--- config.mk ---
export PLATFORM = sky130hd
export DESIGN_NAME = me_frame_scheduler
export DESIGN_NICKNAME = d
export VERILOG_FILES = /design/src/rtl/me_frame_scheduler.sv
export SDC_FILE = /design/constraint.sdc
export NUM_CORES = 1
export LEC_CHECK = 0
export CORE_AREA = 3 3 121 123
export DETAILED_ROUTE_END_ITERATION = 8
export DIE_AREA = 0 0 124 126
export PLACE_DENSITY = 0.93
export SLEW_MARGIN = 20
export SYNTH_ARGS = -nofsm -noshare
export SYNTH_HDL_FRONTEND = slang
export SYNTH_SLANG_ARGS = --single-unit
--- constraint.sdc ---
create_clock -name clk -period 4.1 [get_ports clk]
set_input_delay 0.82 -clock clk [delete_from_list [all_inputs] [get_ports clk]]
set_output_delay 0.82 -clock clk [all_outputs]
set_load 0.05 [all_outputs]
--- src/rtl/me_frame_scheduler.sv ---
// Raster-order macroblock walker that drives the hexagon ME core and writes
// packed MV results. Define ME_SAD_ACC_EN for the saturating frame SAD total.
module me_frame_scheduler #(
  parameter int WIDTH  = 352,
  parameter int HEIGHT = 240,
  parameter int AW     = 9
) (
  input  logic          clk,
  input  logic          rst_n,
  input  logic          frame_go,
  input  logic [31:0]   cur_base,
  input  logic [31:0]   ref_base,
  output logic          me_start,
  output logic [31:0]   me_frame_addr,
  output logic [31:0]   me_ref_addr,
  output logic [31:0]   me_mb_x,
  output logic [31:0]   me_mb_y,
  input  logic [5:0]    me_mv_x,
  input  logic [5:0]    me_mv_y,
  input  logic [15:0]   me_sad,
  input  logic          me_done,
  output logic          res_valid,
  input  logic          res_ready,
  output logic [AW-1:0] res_addr,
  output logic [31:0]   res_data,
  output logic          busy,
  output logic          frame_done,
  output logic [31:0]   frame_sad
);
  localparam int MBS_X = WIDTH / 16;
  localparam int MBS_Y = HEIGHT / 16;
  localparam int CW = (MBS_X > 1) ? $clog2(MBS_X) : 1;
  localparam int RW = (MBS_Y > 1) ? $clog2(MBS_Y) : 1;

  typedef enum logic [2:0] {
    S_IDLE,
    S_ISSUE,
    S_WRITE,
    S_RELEASE,
    S_DONE
  } state_t;

  state_t        state_q, state_d;
  logic [CW-1:0] col_q, col_d;
  logic [RW-1:0] row_q, row_d;
  logic [AW-1:0] idx_q, idx_d;
  logic [31:0]   cur_q, cur_d;
  logic [31:0]   ref_q, ref_d;
  logic          start_q, start_d;
  logic          valid_q, valid_d;
  logic          busy_q, busy_d;
  logic          fdone_q, fdone_d;
  logic [AW-1:0] addr_q, addr_d;
  logic [31:0]   data_q, data_d;
  logic          last_mb;
  logic          acc_clr;
  logic          acc_add;

  assign last_mb = (col_q == CW'(MBS_X - 1)) &&
                   (row_q == RW'(MBS_Y - 1));

  always_comb begin
    state_d = state_q;
    col_d   = col_q;
    row_d   = row_q;
    idx_d   = idx_q;
    cur_d   = cur_q;
    ref_d   = ref_q;
    start_d = start_q;
    valid_d = valid_q;
    addr_d  = addr_q;
    data_d  = data_q;
    fdone_d = 1'b0;
    acc_clr = 1'b0;
    acc_add = 1'b0;
    unique case (state_q)
      S_IDLE: begin
        if (frame_go) begin
          cur_d   = cur_base;
          ref_d   = ref_base;
          col_d   = '0;
          row_d   = '0;
          idx_d   = '0;
          start_d = 1'b1;
          acc_clr = 1'b1;
          state_d = S_ISSUE;
        end
      end
      S_ISSUE: begin
        if (me_done) begin
          data_d  = {4'b0, me_mv_x, me_mv_y, me_sad};
          addr_d  = idx_q;
          valid_d = 1'b1;
          acc_add = 1'b1;
          state_d = S_WRITE;
        end
      end
      S_WRITE: begin
        if (res_ready) begin
          valid_d = 1'b0;
          start_d = 1'b0;
          state_d = S_RELEASE;
        end
      end
      S_RELEASE: begin
        // core must have dropped done before the next start is raised
        if (!me_done) begin
          if (last_mb) begin
            fdone_d = 1'b1;
            state_d = S_DONE;
          end else begin
            idx_d   = idx_q + 1'b1;
            start_d = 1'b1;
            state_d = S_ISSUE;
            if (col_q == CW'(MBS_X - 1)) begin
              col_d = '0;
              row_d = row_q + 1'b1;
            end else begin
              col_d = col_q + 1'b1;
            end
          end
        end
      end
      S_DONE: begin
        state_d = S_IDLE;
      end
      default: state_d = S_IDLE;
    endcase
    busy_d = (state_d != S_IDLE);
  end

  always_ff @(posedge clk or negedge rst_n) begin
    if (!rst_n) begin
      state_q <= S_IDLE;
      col_q   <= '0;
      row_q   <= '0;
      idx_q   <= '0;
      cur_q   <= '0;
      ref_q   <= '0;
      start_q <= 1'b0;
      valid_q <= 1'b0;
      busy_q  <= 1'b0;
      fdone_q <= 1'b0;
      addr_q  <= '0;
      data_q  <= '0;
    end else begin
      state_q <= state_d;
      col_q   <= col_d;
      row_q   <= row_d;
      idx_q   <= idx_d;
      cur_q   <= cur_d;
      ref_q   <= ref_d;
      start_q <= start_d;
      valid_q <= valid_d;
      busy_q  <= busy_d;
      fdone_q <= fdone_d;
      addr_q  <= addr_d;
      data_q  <= data_d;
    end
  end

  assign me_start      = start_q;
  assign me_frame_addr = cur_q;
  assign me_ref_addr   = ref_q;
  assign me_mb_x       = 32'(col_q) << 4;
  assign me_mb_y       = 32'(row_q) << 4;
  assign res_valid     = valid_q;
  assign res_addr      = addr_q;
  assign res_data      = data_q;
  assign busy          = busy_q;
  assign frame_done    = fdone_q;

`ifdef ME_SAD_ACC_EN
  logic [31:0] sad_q;
  logic [32:0] sad_sum;

  assign sad_sum = {1'b0, sad_q} + 33'(me_sad);

  always_ff @(posedge clk or negedge rst_n) begin
    if (!rst_n) begin
      sad_q <= '0;
    end else if (acc_clr) begin
      sad_q <= '0;
    end else if (acc_add) begin
      sad_q <= sad_sum[32] ? '1 : sad_sum[31:0];
    end
  end

  assign frame_sad = sad_q;
`else
  logic unused_acc;
  assign unused_acc = acc_clr | acc_add;
  assign frame_sad  = '0;
`endif

endmodule

==> reports/qor.yml, run 1 <==
run_status:
  status: "complete, no violations"
power:
  power_leakage_nw: 3.951
  power_density_nw_per_um2: 906.0
  worst_ir_drop_vdd_uv: 704.8
floorplanning:
  io-pin-count: 302
  num_rows: 43
  core_area_um2: 13770
  design.die.area_um2: 15620
  die_y_um: 126
  start_util_pct: 42.21
  die_w_um: 124
logic_synthesis:
  yosys.cell_types.count: 43
  synth_warnings: 0
  syn_area_per_cell_um2: 10.02
  synth_sequential_area_ratio_pct: 54.23
  synth-edff-count: 0
  syn_inst: 580
  synthFlopType: "sky130_fd_sc_hd__dfrtp_1"
  cell_area_after_synthesis_um2: 5814
  asyncSetResetFlopFracSynth_pct: 100.0
  postSynthRegisterBits: 126
drt:
  num_vias: 4496
  ant_nets: 0
  drt_drc_violations_left: 0
  drt_first_pass_iters: 4
  initialDrtViolationCount: 146
  drt-wirelength-per-cell_um: 14.62
  drt-total-wl_um: 14300
  vias_per_cell: 4.597
critical_path:
  timing.reg2reg.setup_slack_ns: 1.87
  slowest_delay_ns: 0.97
  worst-path-max-fanout: 8
  crit_chain: "clkdlybuf4s50_1"
  critPathArrivalTime_ns: 1.84
  critPathTopFamily: "buffers and inverters"
  required_ns: 3.28
  end_kind: "primary output"
  worstPathBufferInverterCount: 1
  critPathLaunchType: "flip-flop"
  critical_path_class: "reg2out"
  cpMaxStageDelayCell: "sky130_fd_sc_hd__clkdlybuf4s50_1"
placed_design:
  place_inst: 948
  dpl.hpwl_um: 10510
  placedInstanceArea_um2: 7711
  numPortBuffers: 210
  gpl.final_weighted_congestion: 0.7788
finish:
  final_design_area_no_fill_um2: 8263
  area_delta_synth_final_pct: 42.11
  fin_cells: 978
  finish.net_count: 889
  mostFrequentLayoutCells: "sky130_fd_sc_hd__clkdlybuf4s50_1 (209), sky130_fd_sc_hd__nand2_1 (201), sky130_fd_sc_hd__dfrtp_1 (126), sky130_fd_sc_hd__conb_1 (91), sky130_fd_sc_hd__mux2_2 (37)"
  mostFrequentLayoutCell: "sky130_fd_sc_hd__clkdlybuf4s50_1"
  n_antenna_cell: 0
  layout-drive-gt1-share_pct: 9.148
clocking:
  ctsRootBufferMaster: "sky130_fd_sc_hd__clkbuf_16"
  cts.sinks: 126
  tritoncts_clock_tree: "built"
  worst_skew_pair.late_latency_ns: 0.40
  cts_repair_resize_count: 0
  cts_setup_buffers: 0
  post_cts_hold_buffer_count: 0
  cts.htree.levels: 4
  clock_pin_transition_on_the_worst_setup_and_hold_timing_paths_ns: 0.05
  cts_inserted_buffers: 17
  clockBufferDepth: 2
global_route:
  grt_antenna_before_repair: 0
  grt.overflow.total: 0
  global_route.usage.total_pct: 18.37
  grt_pass1_wl_um: 22350
  vias_in_the_first_global_route: 4476
  grt_max_degree: 70
timing:
  max_fclk_mhz: 376.3
  timing.max_slew.rel_slack_pct: 50.73
  max_slew.worst_pin.slew_ns: 0.7390
  hold_viol_final: 0
  report.final.slew_viol_count: 0
  setup_viol_count_final: 0
  timing.final.crit_period_ns: 2.658
  final_skew_ns: 0.004720
  final.setup.tns_ns: 0
  setup_repair_after_global_routing_missed_its_margin: "no"
  layout_worst_path_cycle_share_pct: 64.82
job:
  maxCapViolCount: 0
worst_hold_path:
  hold_path.class: "in2async"
-- power by group --
group / total (W) / switching (W) / internal, W
Clock: 0.00139 / 0.000504 / 0.000888
Sequential: 0.00212 / 0.000358 / 0.00176
Combinational: 0.00397 / 0.00270 / 0.00128
Total: 0.00749 / 0.00356 / 0.00393
-- cell type report --
cell class | count | area (µm²)
Clock buffer | 24 | 491.7
Clock inverter | 6 | 60.06
Fill cell | 1112 | 5510
Inverter | 4 | 15.01
Multi-Input combinational cell | 423 | 2168
Sequential cell | 126 | 3153
Tap cell | 180 | 225.2
Timing Repair Buffer | 215 | 2150
-- through the flow --
stage                     setup slack (ns)  util (%)  hold WS [ns]  power (W)
after floorplan                      1.944         -        0.4532   0.004835
after global placement               1.383     55.99        0.4564   0.006034
after detailed placement             1.322     55.99        0.4610   0.006134
after CTS                            1.418     59.99        0.4743   0.007562
after global routing                 1.375     59.99        0.4963   0.007885
final                                1.442     59.99        0.4684   0.007487
-- cells in the mapped netlist, types with 2 or more instances --
library cell	instances	area [µm²]
sky130_fd_sc_hd__nand3_1	7	35.03
sky130_fd_sc_hd__or4_1	6	45.04
sky130_fd_sc_hd__nand2_1	202	758.2
sky130_fd_sc_hd__clkbuf_1	9	33.78
sky130_fd_sc_hd__mux2i_1	3	30.03
sky130_fd_sc_hd__inv_1	4	15.01
sky130_fd_sc_hd__buf_4	96	720.7
sky130_fd_sc_hd__buf_2	10	50.05
sky130_fd_sc_hd__and3_1	5	31.28
sky130_fd_sc_hd__dfrtp_1	126	3153
sky130_fd_sc_hd__nor2_1	14	52.55
sky130_fd_sc_hd__a31oi_1	2	12.51
sky130_fd_sc_hd__o21ai_0	5	25.02
sky130_fd_sc_hd__o211ai_1	4	30.03
sky130_fd_sc_hd__a22o_1	2	17.52
sky130_fd_sc_hd__nand3b_1	2	15.01
sky130_fd_sc_hd__a21oi_1	3	15.01
sky130_fd_sc_hd__mux2_2	37	416.7
sky130_fd_sc_hd__a211oi_1	3	22.52
sky130_fd_sc_hd__a21o_1	4	30.03
sky130_fd_sc_hd__nor3_1	9	45.04
sky130_fd_sc_hd__buf_6	2	22.52
sky130_fd_sc_hd__ha_1	5	62.56
-- metal layers --
| metal | vias to the layer above | track usage, % | share of wire [%] |
|---|---|---|---|
| met5 | - | 0 | 0 |
| li1 | 2114 | - | - |
| met2 | 240 | 29.59 | 49 |
| met3 | 20 | 8.442 | 12 |
| met4 | 0 | 7.088 | 2.1 |
| met1 | 2122 | 21.29 | 37 |
-- cells by family after synthesis --
family          synth area share (%)
compound gates                 3.443
xor+xnor                      0.1507
fa+ha+maj                      1.076
buf+inv                        14.48
flops                          54.23
mux                            7.682
other cells                  0.06450
simple gates                   18.87
-- state kept, by name (all words and copies together), names as in the netlist --
signal	count
idx_q	9
res_addr	9
me_ref_addr	32
me_frame_addr	32
state_q	3
res_data	28
frame_done	1
row_q	4
busy	1
col_q	5
res_valid	1
me_start	1
-- worst paths after layout --
check / depth (start not counted) / to / start
setup / recovery: 1 / me_mb_y[6] / row_q[2]
hold / removal: 1 / res_data[26] / rst_n
setup reg to reg: 5 / me_ref_addr[24] / state_q[0]
hold reg to reg: 2 / me_frame_addr[17] / me_frame_addr[17]
max in group asynchronous: 2 / me_ref_addr[14] / rst_n
min in group clk: 2 / me_frame_addr[17] / me_frame_addr[17]
No activity file was read; power rests on OpenSTA's default activity.
==> run 2: changes to the inputs <==
--- a/config.mk
+++ b/config.mk
@@ -5,10 +5,10 @@
 export SDC_FILE = /design/constraint.sdc
 export NUM_CORES = 1
 export LEC_CHECK = 0
-export CORE_AREA = 3 3 121 123
+export CORE_AREA = 3 3 132 134
 export DETAILED_ROUTE_END_ITERATION = 8
-export DIE_AREA = 0 0 124 126
-export PLACE_DENSITY = 0.93
+export DIE_AREA = 0 0 135 137
+export PLACE_DENSITY = 0.84
 export SLEW_MARGIN = 20
 export SYNTH_ARGS = -nofsm -noshare
 export SYNTH_HDL_FRONTEND = slang
==> constraint.sdc (replaced) <==
create_clock -name clk -period 2.3 [get_ports clk]
set_input_delay 0.46 -clock clk [delete_from_list [all_inputs] [get_ports clk]]
set_output_delay 0.46 -clock clk [all_outputs]
set_load 0.05 [all_outputs]
==> reports/qor.yml, run 2 (synthesis results as in run 1) <==
clocking:
  cts.sinks: 126
  clock_pin_transition_on_the_worst_setup_and_hold_timing_paths_ns: 0.06
  worst_skew_pair.late_latency_ns: 0.42
  cts_inserted_buffers: 17
  cts.htree.levels: 4
  ctsRootBufferMaster: "sky130_fd_sc_hd__clkbuf_16"
  clockBufferDepth: 2
  tritoncts_clock_tree: "built"
  cts_setup_buffers: 0
timing:
  setup_repair_after_global_routing_missed_its_margin: "no"
  max_slew.worst_pin.slew_ns: 0.5498
  hold_viol_final: 0
  final_skew_ns: 0.008278
  report.final.slew_viol_count: 0
  timing.max_slew.rel_slack_pct: 63.23
  layout_worst_path_cycle_share_pct: 97.56
  setup_viol_count_final: 0
  timing.final.crit_period_ns: 2.244
  final.setup.tns_ns: 0
  max_fclk_mhz: 445.6
power:
  power_leakage_nw: 3.997
  p_total_w: 0.01355
  power_density_nw_per_um2: 1607
  worst_ir_drop_vdd_uv: 807.7
placed_design:
  dpl.hpwl_um: 10500
  numPortBuffers: 210
  gpl.final_weighted_congestion: 0.7607
drt:
  ant_nets: 0
  num_vias: 4428
  vias_per_cell: 4.320
  initialDrtViolationCount: 158
  drt-wirelength-per-cell_um: 14.03
  drt_drc_violations_left: 0
  drt_first_pass_iters: 4
  drt-total-wl_um: 14380
critical_path:
  worstPathBufferInverterCount: 1
  cpMaxStageDelayCell: "sky130_fd_sc_hd__clkdlybuf4s50_1"
  critPathArrivalTime_ns: 1.78
  worst-path-max-fanout: 8
  required_ns: 1.84
  critPathLaunchType: "flip-flop"
  slowest_delay_ns: 0.89
  critical_path_class: "reg2out"
  end_kind: "primary output"
  critPathTopFamily: "buffers and inverters"
  timing.reg2reg.setup_slack_ns: 0.34
  crit_chain: "clkdlybuf4s50_1"
worst_hold_path:
  hold_path.class: "reg2reg"
finish:
  layout-drive-gt1-share_pct: 10.19
  finalCoreUtilization_pct: 51.39
  filler_cell_count: 1451
  n_antenna_cell: 0
  finish.net_count: 896
  area_delta_synth_final_pct: 45.02
  mostFrequentLayoutCell: "sky130_fd_sc_hd__clkdlybuf4s50_1"
  mostFrequentLayoutCells: "sky130_fd_sc_hd__clkdlybuf4s50_1 (208), sky130_fd_sc_hd__nand2_1 (201), sky130_fd_sc_hd__dfrtp_1 (126), sky130_fd_sc_hd__conb_1 (91), sky130_fd_sc_hd__mux2_2 (37)"
global_route:
  grt_max_degree: 50
  grt.overflow.total: 0
  grt_pass1_wl_um: 22360
  vias_in_the_first_global_route: 4488
  grt_antenna_before_repair: 0
  global_route.usage.total_pct: 15.45
floorplanning:
  die_y_um: 137
  num_rows: 47
  start_util_pct: 35.44
  io-pin-count: 302
  die_w_um: 135
  design.die.area_um2: 18500
  core_area_um2: 16410
job:
  maxCapViolCount: 0
run_status:
  status: "complete, no violations"
run 2: final timing paths:
path                                   startpoint                 to  cells past startpoint
worst max-delay path                     row_q[2]         me_mb_y[6]                      1
worst max register to register           col_q[0]           idx_q[7]                      5
worst min-delay path            me_frame_addr[28]  me_frame_addr[28]                      2
min in group asynchronous                   rst_n        res_data[7]                      2
worst min register to register  me_frame_addr[28]  me_frame_addr[28]                      2
max in group asynchronous                   rst_n    me_ref_addr[14]                      3
run 2: tightest hold or removal path: stages (launching register included):
cell,delay (ns)
sky130_fd_sc_hd__dfrtp_1,0.34
sky130_fd_sc_hd__nand2_1,0.05
sky130_fd_sc_hd__nand2_1,0.05
run 2: area by class of cell:
| cell class | count | area [µm²] | area share (%) |
|---|---|---|---|
| Sequential cell | 126 | 3153 | 37.39 |
| Timing Repair Buffer | 222 | 2243 | 26.61 |
| Multi-Input combinational cell | 423 | 2168 | 25.72 |
| Clock buffer | 18 | 429.2 | 5.090 |
| Tap cell | 220 | 275.3 | 3.265 |
| Clock inverter | 12 | 147.6 | 1.751 |
| Inverter | 4 | 15.01 | 0.1781 |
run 2: through the flow:
stage          hold slack (ns)  setup WS [ns]  cells  instance area (µm²)
2_1_floorplan           0.1644         0.1439    670                 6152
3_3_place_gp            0.3757        0.08152    994                 7845
4_1_cts                 0.4751        0.04568   1025                 8432
6_report                0.4702        0.05606   1025                 8432
3_5_place_dp            0.3797        0.04490    994                 7845
5_1_grt                 0.4868        0.01613   1025                 8432
run 2: routing by layer:
| metal | vias up | track usage, % | wire length [µm] |
|---|---|---|---|
| met2 | 212 | 26.60 | 7012 |
| met3 | 15 | 5.846 | 1417 |
| met5 | - | 0 | 0 |
| met1 | 2077 | 17.43 | 5735 |
| met4 | 0 | 5.991 | 212 |
| li1 | 2124 | - | - |
run 2: timing repair:
| action | 4_1_cts | 5_1_grt |
|---|---|---|
| endpoints found under the hold margin | 32 | 0 |
| hold buffers | 1 | 0 |
| gates resized for setup | 0 | 0 |
run 2: power breakdown:
group	total, W	internal [W]	switching, W
Clock	0.00265	0.00168	0.000970
Combinational	0.00718	0.00234	0.00484
Sequential	0.00373	0.00314	0.000584
Total	0.0136	0.00716	0.00639
